**src/rtl/keycode_frame_input.sv**
```systemverilog
// keycode_frame_input: scans the two USB keycode GPIO words for the configured
// HID usage codes, debounces each action, and latches one coherent snapshot of
// held levels and sticky press events per video frame (vsync rising edge).
// Menu keys (Enter/Up/Down) produce one-cycle events for the game FSM.
// Optional feature macro: KEYIN_DEBOUNCE_EN (tick divider + per-bit debounce
// counters). Without it the stable vector is the registered raw match vector.
module keycode_frame_input #(
    parameter int         SAMPLE_DIV = 100000,
    parameter int         DEBOUNCE   = 4,
    parameter logic [7:0] KEY_LEFT   = 8'h04,
    parameter logic [7:0] KEY_RIGHT  = 8'h07,
    parameter logic [7:0] KEY_JUMP   = 8'h1A,
    parameter logic [7:0] KEY_KICK   = 8'h2C,
    parameter logic [7:0] KEY_ENTER  = 8'h28,
    parameter logic [7:0] KEY_UP     = 8'h52,
    parameter logic [7:0] KEY_DOWN   = 8'h51
) (
    input  logic        Clk,
    input  logic        Reset_n,
    input  logic [31:0] keycode0,
    input  logic [31:0] keycode1,
    input  logic        vsync,
    output logic [3:0]  act_held,
    output logic [3:0]  act_press,
    output logic        frame_strobe,
    output logic [7:0]  menu_key,
    output logic        menu_valid
);

    // Action bit order: {down, up, enter, kick, jump, right, left}
    logic [31:0] kc0_q;
    logic [31:0] kc1_q;
    logic [63:0] kc_all;
    logic [7:0]  kc_byte;
    logic [6:0]  match;
    logic [6:0]  raw;
    logic [6:0]  stable;
    logic [6:0]  stable_d;
    logic [6:0]  rise;
    logic [3:0]  pend;
    logic        vs_s1;
    logic        vs_s2;
    logic        vs_s3;
    logic        vs_rise;

    assign kc_all = {kc1_q, kc0_q};

    // Register the GPIO keycode words
    always_ff @(posedge Clk or negedge Reset_n) begin
        if (!Reset_n) begin
            kc0_q <= '0;
            kc1_q <= '0;
        end else begin
            kc0_q <= keycode0;
            kc1_q <= keycode1;
        end
    end

    // Compare all eight bytes against every configured code; 8'h00 is "no key"
    always_comb begin
        match   = '0;
        kc_byte = '0;
        for (int unsigned i = 0; i < 8; i++) begin
            kc_byte = kc_all[8*i +: 8];
            if (kc_byte != 8'h00) begin
                if (kc_byte == KEY_LEFT)  match[0] = 1'b1;
                if (kc_byte == KEY_RIGHT) match[1] = 1'b1;
                if (kc_byte == KEY_JUMP)  match[2] = 1'b1;
                if (kc_byte == KEY_KICK)  match[3] = 1'b1;
                if (kc_byte == KEY_ENTER) match[4] = 1'b1;
                if (kc_byte == KEY_UP)    match[5] = 1'b1;
                if (kc_byte == KEY_DOWN)  match[6] = 1'b1;
            end
        end
    end

    // Raw match register; an ErrorRollOver report keeps the previous vector
    always_ff @(posedge Clk or negedge Reset_n) begin
        if (!Reset_n) begin
            raw <= '0;
        end else if (kc0_q[7:0] != 8'h01) begin
            raw <= match;
        end
    end

`ifdef KEYIN_DEBOUNCE_EN
    localparam int DIV_W = (SAMPLE_DIV > 1) ? $clog2(SAMPLE_DIV) : 1;

    logic [DIV_W-1:0] div_cnt;
    logic             tick;
    logic [6:0][3:0]  cnt;

    assign tick = (div_cnt == DIV_W'(SAMPLE_DIV - 1));

    // Free-running sample divider producing one tick every SAMPLE_DIV cycles
    always_ff @(posedge Clk or negedge Reset_n) begin
        if (!Reset_n) begin
            div_cnt <= '0;
        end else if (tick) begin
            div_cnt <= '0;
        end else begin
            div_cnt <= div_cnt + 1'b1;
        end
    end

    // Per-bit debounce: DEBOUNCE consecutive differing ticks flip the level
    always_ff @(posedge Clk or negedge Reset_n) begin
        if (!Reset_n) begin
            stable <= '0;
            cnt    <= '0;
        end else if (tick) begin
            for (int unsigned i = 0; i < 7; i++) begin
                if (raw[i] != stable[i]) begin
                    if (cnt[i] == 4'(DEBOUNCE - 1)) begin
                        stable[i] <= ~stable[i];
                        cnt[i]    <= '0;
                    end else begin
                        cnt[i] <= cnt[i] + 4'd1;
                    end
                end else begin
                    cnt[i] <= '0;
                end
            end
        end
    end
`else
    logic unused_cfg;

    assign stable     = raw;
    assign unused_cfg = ^{SAMPLE_DIV, DEBOUNCE};
`endif

    assign rise    = stable & ~stable_d;
    assign vs_rise = vs_s2 & ~vs_s3;

    // Delayed stable vector for edge detection; vsync synchronizer resets high
    // so a vsync already high at reset release is not seen as a frame edge
    always_ff @(posedge Clk or negedge Reset_n) begin
        if (!Reset_n) begin
            stable_d <= '0;
            vs_s1    <= 1'b1;
            vs_s2    <= 1'b1;
            vs_s3    <= 1'b1;
        end else begin
            stable_d <= stable;
            vs_s1    <= vsync;
            vs_s2    <= vs_s1;
            vs_s3    <= vs_s2;
        end
    end

    // Frame latch; a press edge coinciding with the latch carries into next frame
    always_ff @(posedge Clk or negedge Reset_n) begin
        if (!Reset_n) begin
            act_held     <= '0;
            act_press    <= '0;
            pend         <= '0;
            frame_strobe <= 1'b0;
        end else begin
            frame_strobe <= vs_rise;
            if (vs_rise) begin
                act_held  <= stable[3:0];
                act_press <= pend;
                pend      <= rise[3:0];
            end else begin
                pend <= pend | rise[3:0];
            end
        end
    end

    // Menu events, priority Enter > Up > Down; lower simultaneous edges dropped
    always_ff @(posedge Clk or negedge Reset_n) begin
        if (!Reset_n) begin
            menu_valid <= 1'b0;
            menu_key   <= '0;
        end else begin
            menu_valid <= |rise[6:4];
            if (rise[4]) begin
                menu_key <= KEY_ENTER;
            end else if (rise[5]) begin
                menu_key <= KEY_UP;
            end else if (rise[6]) begin
                menu_key <= KEY_DOWN;
            end
        end
    end

endmodule

```
**config.mk**
```make
export PLATFORM = sky130hd
export DESIGN_NAME = keycode_frame_input
export DESIGN_NICKNAME = d
export VERILOG_FILES = /design/src/rtl/keycode_frame_input.sv
export SDC_FILE = /design/constraint.sdc
export NUM_CORES = 1
export LEC_CHECK = 0
export CAP_MARGIN = 20
export CORE_MARGIN = 2
export CORE_UTILIZATION = 49
export DETAILED_ROUTE_END_ITERATION = 16
export GPL_TIMING_DRIVEN = 0
export PLACE_DENSITY = 0.75
export SLEW_MARGIN = 20
export SYNTH_ARGS = -nofsm -noshare
export SYNTH_HDL_FRONTEND = slang
export SYNTH_SLANG_ARGS = --single-unit
export TNS_END_PERCENT = 50
```
**constraint.sdc**
```tcl
create_clock -name Clk -period 2 [get_ports Clk]
set_input_delay 0.4 -clock Clk [delete_from_list [all_inputs] [get_ports Clk]]
set_output_delay 0.4 -clock Clk [all_outputs]
set_load 0.03 [all_outputs]
```
==> Yosys cells after proc, flatten, opt, wreduce, memory -nomap -nowiden <==
Cells that the tools add are included.
{ "op_classes": {"n_eq_ne": 57, "mux": 68, "n_bitwise": 5, "n_reduce_logical": 10} }
{ "op_table": {"columns": ["operator", "count"], "rows": [
  ["8-bit by 3-bit equality test with 1-bit output, second input constant", 16],
  ["8-bit by 6-bit equality test with 1-bit output, second input constant", 16],
  ["8-bit by 7-bit equality test with 1-bit output, second input constant", 16],
  ["8-bit by 5-bit equality test with 1-bit output, second input constant", 8],
  ["8-bit nonzero test", 8],
  ["1-bit 2-to-1 mux", 56],
  ["7-bit 2-to-1 mux", 8],
  ["8-bit 2-to-1 mux", 3],
  ["8-bit by 1-bit inequality test with 1-bit output, second input constant", 1],
  ["7-bit AND", 1],
  ["7-bit inverter", 1],
  ["4-bit 2-to-1 mux", 1],
  ["4-bit bitwise OR", 1],
  ["3-bit nonzero test", 1],
  ["3-bit OR reduction", 1],
  ["1-bit AND", 1],
  ["1-bit inverter", 1]
]} }
{ "word_totals": {"regBits": 103, "in_bits": 67, "output_inout_bits": 18, "word_cells": 153} }

==> Logic depth before layout (Yosys ltp) <==
Gate-level depths: netlist of run 1.
{ "depth": {"ltp_word": 17, "mapped_depth": 5} }

==> Worst setup path before layout of run 1 <==
Ideal clock, no wire load.
{ "synth_path": {"path_type": "flip-flop to flip-flop", "from": "reg kc1_q[23]", "to": "reg raw[5]", "setup_time_ns": 0.063, "t_arrival_ns": 1.419, "slack_ns": 0.517, "stages_incl_launch_ff": 5, "path_buffers": 0, "path_cell_list": "dfrtp_1 > or4b_1 > or3_1 > o211ai_2 > o32a_2"} }
{ "synth_via": {"elab_chain_len": 5, "word_cells_on_any_way": 6, "classes_between": "1 x eq/ne; 4 x mux; 1 x reduce/logical"} }
{ "synth_rtl": {"columns": ["item", "line_no", "text"], "rows": [
  ["start: declaration", "32", "logic [31:0] kc1_q;"],
  ["start signal: assignment", "55", "kc1_q <= keycode1;"],
  ["8-bit by 7-bit equality test with 1-bit output", "71", "if (kc_byte == KEY_UP) match[5] = 1'b1;"],
  ["1-bit 2-to-1 mux", "71", null],
  ["7-bit 2-to-1 mux *", "65", "if (kc_byte != 8'h00) begin"],
  ["1-bit 2-to-1 mux", "71", null],
  ["7-bit 2-to-1 mux *", "65", null],
  ["end signal: assignment", "82", "raw <= match;"],
  ["end: declaration", "36", "logic [6:0] raw;"]
]} }
Mark *: on every way between the ends. The rest lies on a longest branch, timed or not.
A chain may end at the register's enable or synchronous reset.

==> metrics, run 1 <==
status finished, final reports clean; Ports 85; Netlist Area Pre-Place 0.00372 mm^2; Crit Path Max Fanout 3; Via density 5.36; Slew Viols, Final 0; CP max stage delay 0.65 ns; count of buffers from port buffering 82; critical path class reg -> out; antenna-violating nets left 0; via count 2621; Starting Density 0.510; Clock Skew 0.00484 ns; Worst EP required 1.60 ns; leading area contributor after synthesis dfrtp_1; Final Cycle Share 0.943; Fmax achieved 0.530 GHz; Tightest Pin Transition 0.729 ns; P&R area growth vs syn 32.7%; R2R Setup Slk 0.28 ns; commonest non-fill, non-tap cell in the layout dfrtp_1; Clock Latency Late Sink 0.35 ns; first-pass GRT wire length 13000 um; worst-case reg-to-reg path depth 4; leakage power 2.03 nW; Max transition margin 0.507; register clock-pin slew on the reported worst setup and hold paths 0.09 ns; die span in y 91.1 um; total track usage 0.203; CTS tree built; grt total ovfl 0; CTS sink count 99; dpl hpwl 5900 um; synth warn 0; CP Capture Type primary output; critical path, cell by cell buf_4 -> clkdlybuf4s50_1; drt first pass iters 4; DRC 0; Antenna Cells 0; H-tree depth 3; die area 0.00830 mm^2; Cells after Synth 289; number of global-route vias before repair 2714; GPL Wtd Cong 0.859; top cell type's share of synthesized area 0.646; fraction of layout cells with a size suffix above 1 0.0872; Post-CTS Resized 0; Final Hold Vio Count 0; Post-synth EDFFs 0; Seq cells post-synth 99; Max stage delay cell, worst path clkdlybuf4s50_1; asr flop ratio synth 1.00; Rows 31; DIE WIDTH 91.1 um; Synth cell types 40; TritonCTS buffer count 9; Area contributors post-synth dfrtp_1 65%, nor4b_1 3.1%, nor4bb_1 2.7%; DRT Wirelength 7680 um; sequential-to-total area share from yosys stat 0.667; Hold Slack 0.360 ns; pwr/cell area 856 mW/mm^2; fillers 578; DRT iter0 DRCs 149; Reg-to-Reg Start kc0_q[22]; Max-cap violations 0; core region area 0.00729 mm^2; HP Class reg -> reg; Final setup viols 0; Final min period 1.89 ns; hold_sp vs_s1; Max rail drop VDD 427 uV; Critical Path AT 1.49 ns; Critical Path Sink menu_key[6]; RSZ-0062 raised after global routing no; CP startpoint kind flop; root buffer cell clkbuf_8; most frequent cells in the layout 96 x dfrtp_1, 81 x clkdlybuf4s50_1, 18 x nand2_1, 18 x nor2_1, 17 x nand3_1; layout net count 452; clk buf depth 2; reg2reg end raw[1]; syn avg cell area 12.9 um^2; largest net degree at the start of global routing 61; final core utilization 0.676; Worst setup startpoint menu_key[4]; Final Power 4.22 mW; Routed wire per std cell 15.7 um; Synth Flop Type dfrtp_1; antenna violations before repair 0
==> timing repair <==
action / CTS / global route
buffers inserted: 0 / 0
hold endpoints to repair: 37 / 0
hold buffers: 1 / 0
==> worst max-delay path: cells and delay by family, from the launching register on <==
family	cells	cell delay (ns)
DFF	1	0.37
buffers and inverters	2	0.76
==> metrics by stage <==
stage                     setup slack [ns]  std cells  area [um^2]  TNS (ns)
after CTS                           0.0925        489         4930         0
after detailed placement             0.338        472         4690         0
final                                0.114        489         4930         0
after global placement               -2.86        471         4670   -278.73
after global routing                0.0464        489         4930         0
after floorplan                      0.517        290         3720         0
==> how the worst min path moves through the flow <==
stage	to	slack, ns	cells past startpoint
finish	vs_s2	0.36	0
global route	vs_s2	0.37	0
CTS	vs_s2	0.36	0
detailed placement	act_press[3]	0.33	1
global placement	vs_s2	0.35	0
floorplan	act_held[0]	0.10	0
==> routing by layer <==
layer  global-route usage  part of all wire  wire [um]  vias up
met1                0.275              0.43       3290     1275
met4               0.0909             0.023        178        0
met5                    0                 0          0        -
met3               0.0373             0.042        320       13
li1                     -                 -          -     1262
met2                0.322              0.51       3890       71
==> state kept, by name, indices dropped and copies added (netlist names) <==
name          cells
kc0_q            32
kc1_q            32
raw               7
stable_d          7
act_held          4
act_press         4
menu_key          4
pend              4
frame_strobe      1
menu_valid        1
vs_s1             1
vs_s2             1
vs_s3             1
==> cell type report <==
cell class | count | area, um^2 | area share
sequential | 99 | 2480 | 0.503
timing repair buffer | 84 | 860 | 0.174
clock buffer | 12 | 155 | 0.0315
tap | 99 | 124 | 0.0251
inverter | 7 | 26.3 | 0.00533
multi-input combinational | 178 | 1180 | 0.238
buffer | 6 | 37.5 | 0.00761
clock inverter | 4 | 72.6 | 0.0147
==> cells in the mapped netlist (all sizes together) (5+ instances only) <==
master,n
a22oi,5
dfrtp,96
inv,7
nand2,19
nand3,17
nand4,14
nand4b,6
nor2,18
nor2b,10
nor3,7
nor3b,8
nor4,5
nor4b,14
nor4bb,10
o21ai,12
o32a,5
==> logic make-up (layout without fill, tap and decap cells) <==
logic type / count (synthesis) / in the layout / synth area share
and+or+nand+nor: 137 / 137 / 0.232
muxes: 4 / 4 / 0.0121
DFF: 99 / 99 / 0.667
xor gates and xnor gates: 2 / 2 / 0.00471
other: 1 / 2 / 0.00101
buffers and inverters: 13 / 113 / 0.0172
AOI/OAI and AO/OA: 33 / 33 / 0.0660
==> report_power, final <==
part / switching [mW] / internal (mW)
registers: 0.107 / 2.13
clock network: 0.629 / 0.771
logic: 0.270 / 0.313
Note: power is estimated with default switching activity, not from simulation.
==> run 2: changes to the inputs <==
--- a/config.mk
+++ b/config.mk
@@ -10,6 +10,7 @@
 export CORE_UTILIZATION = 49
 export DETAILED_ROUTE_END_ITERATION = 16
 export GPL_TIMING_DRIVEN = 0
+export HOLD_SLACK_MARGIN = 0.1
 export PLACE_DENSITY = 0.75
 export SLEW_MARGIN = 20
 export SYNTH_ARGS = -nofsm -noshare
==> results of run 2 <==
The final DEF is identical to that of run 1; final timing and power are the same.
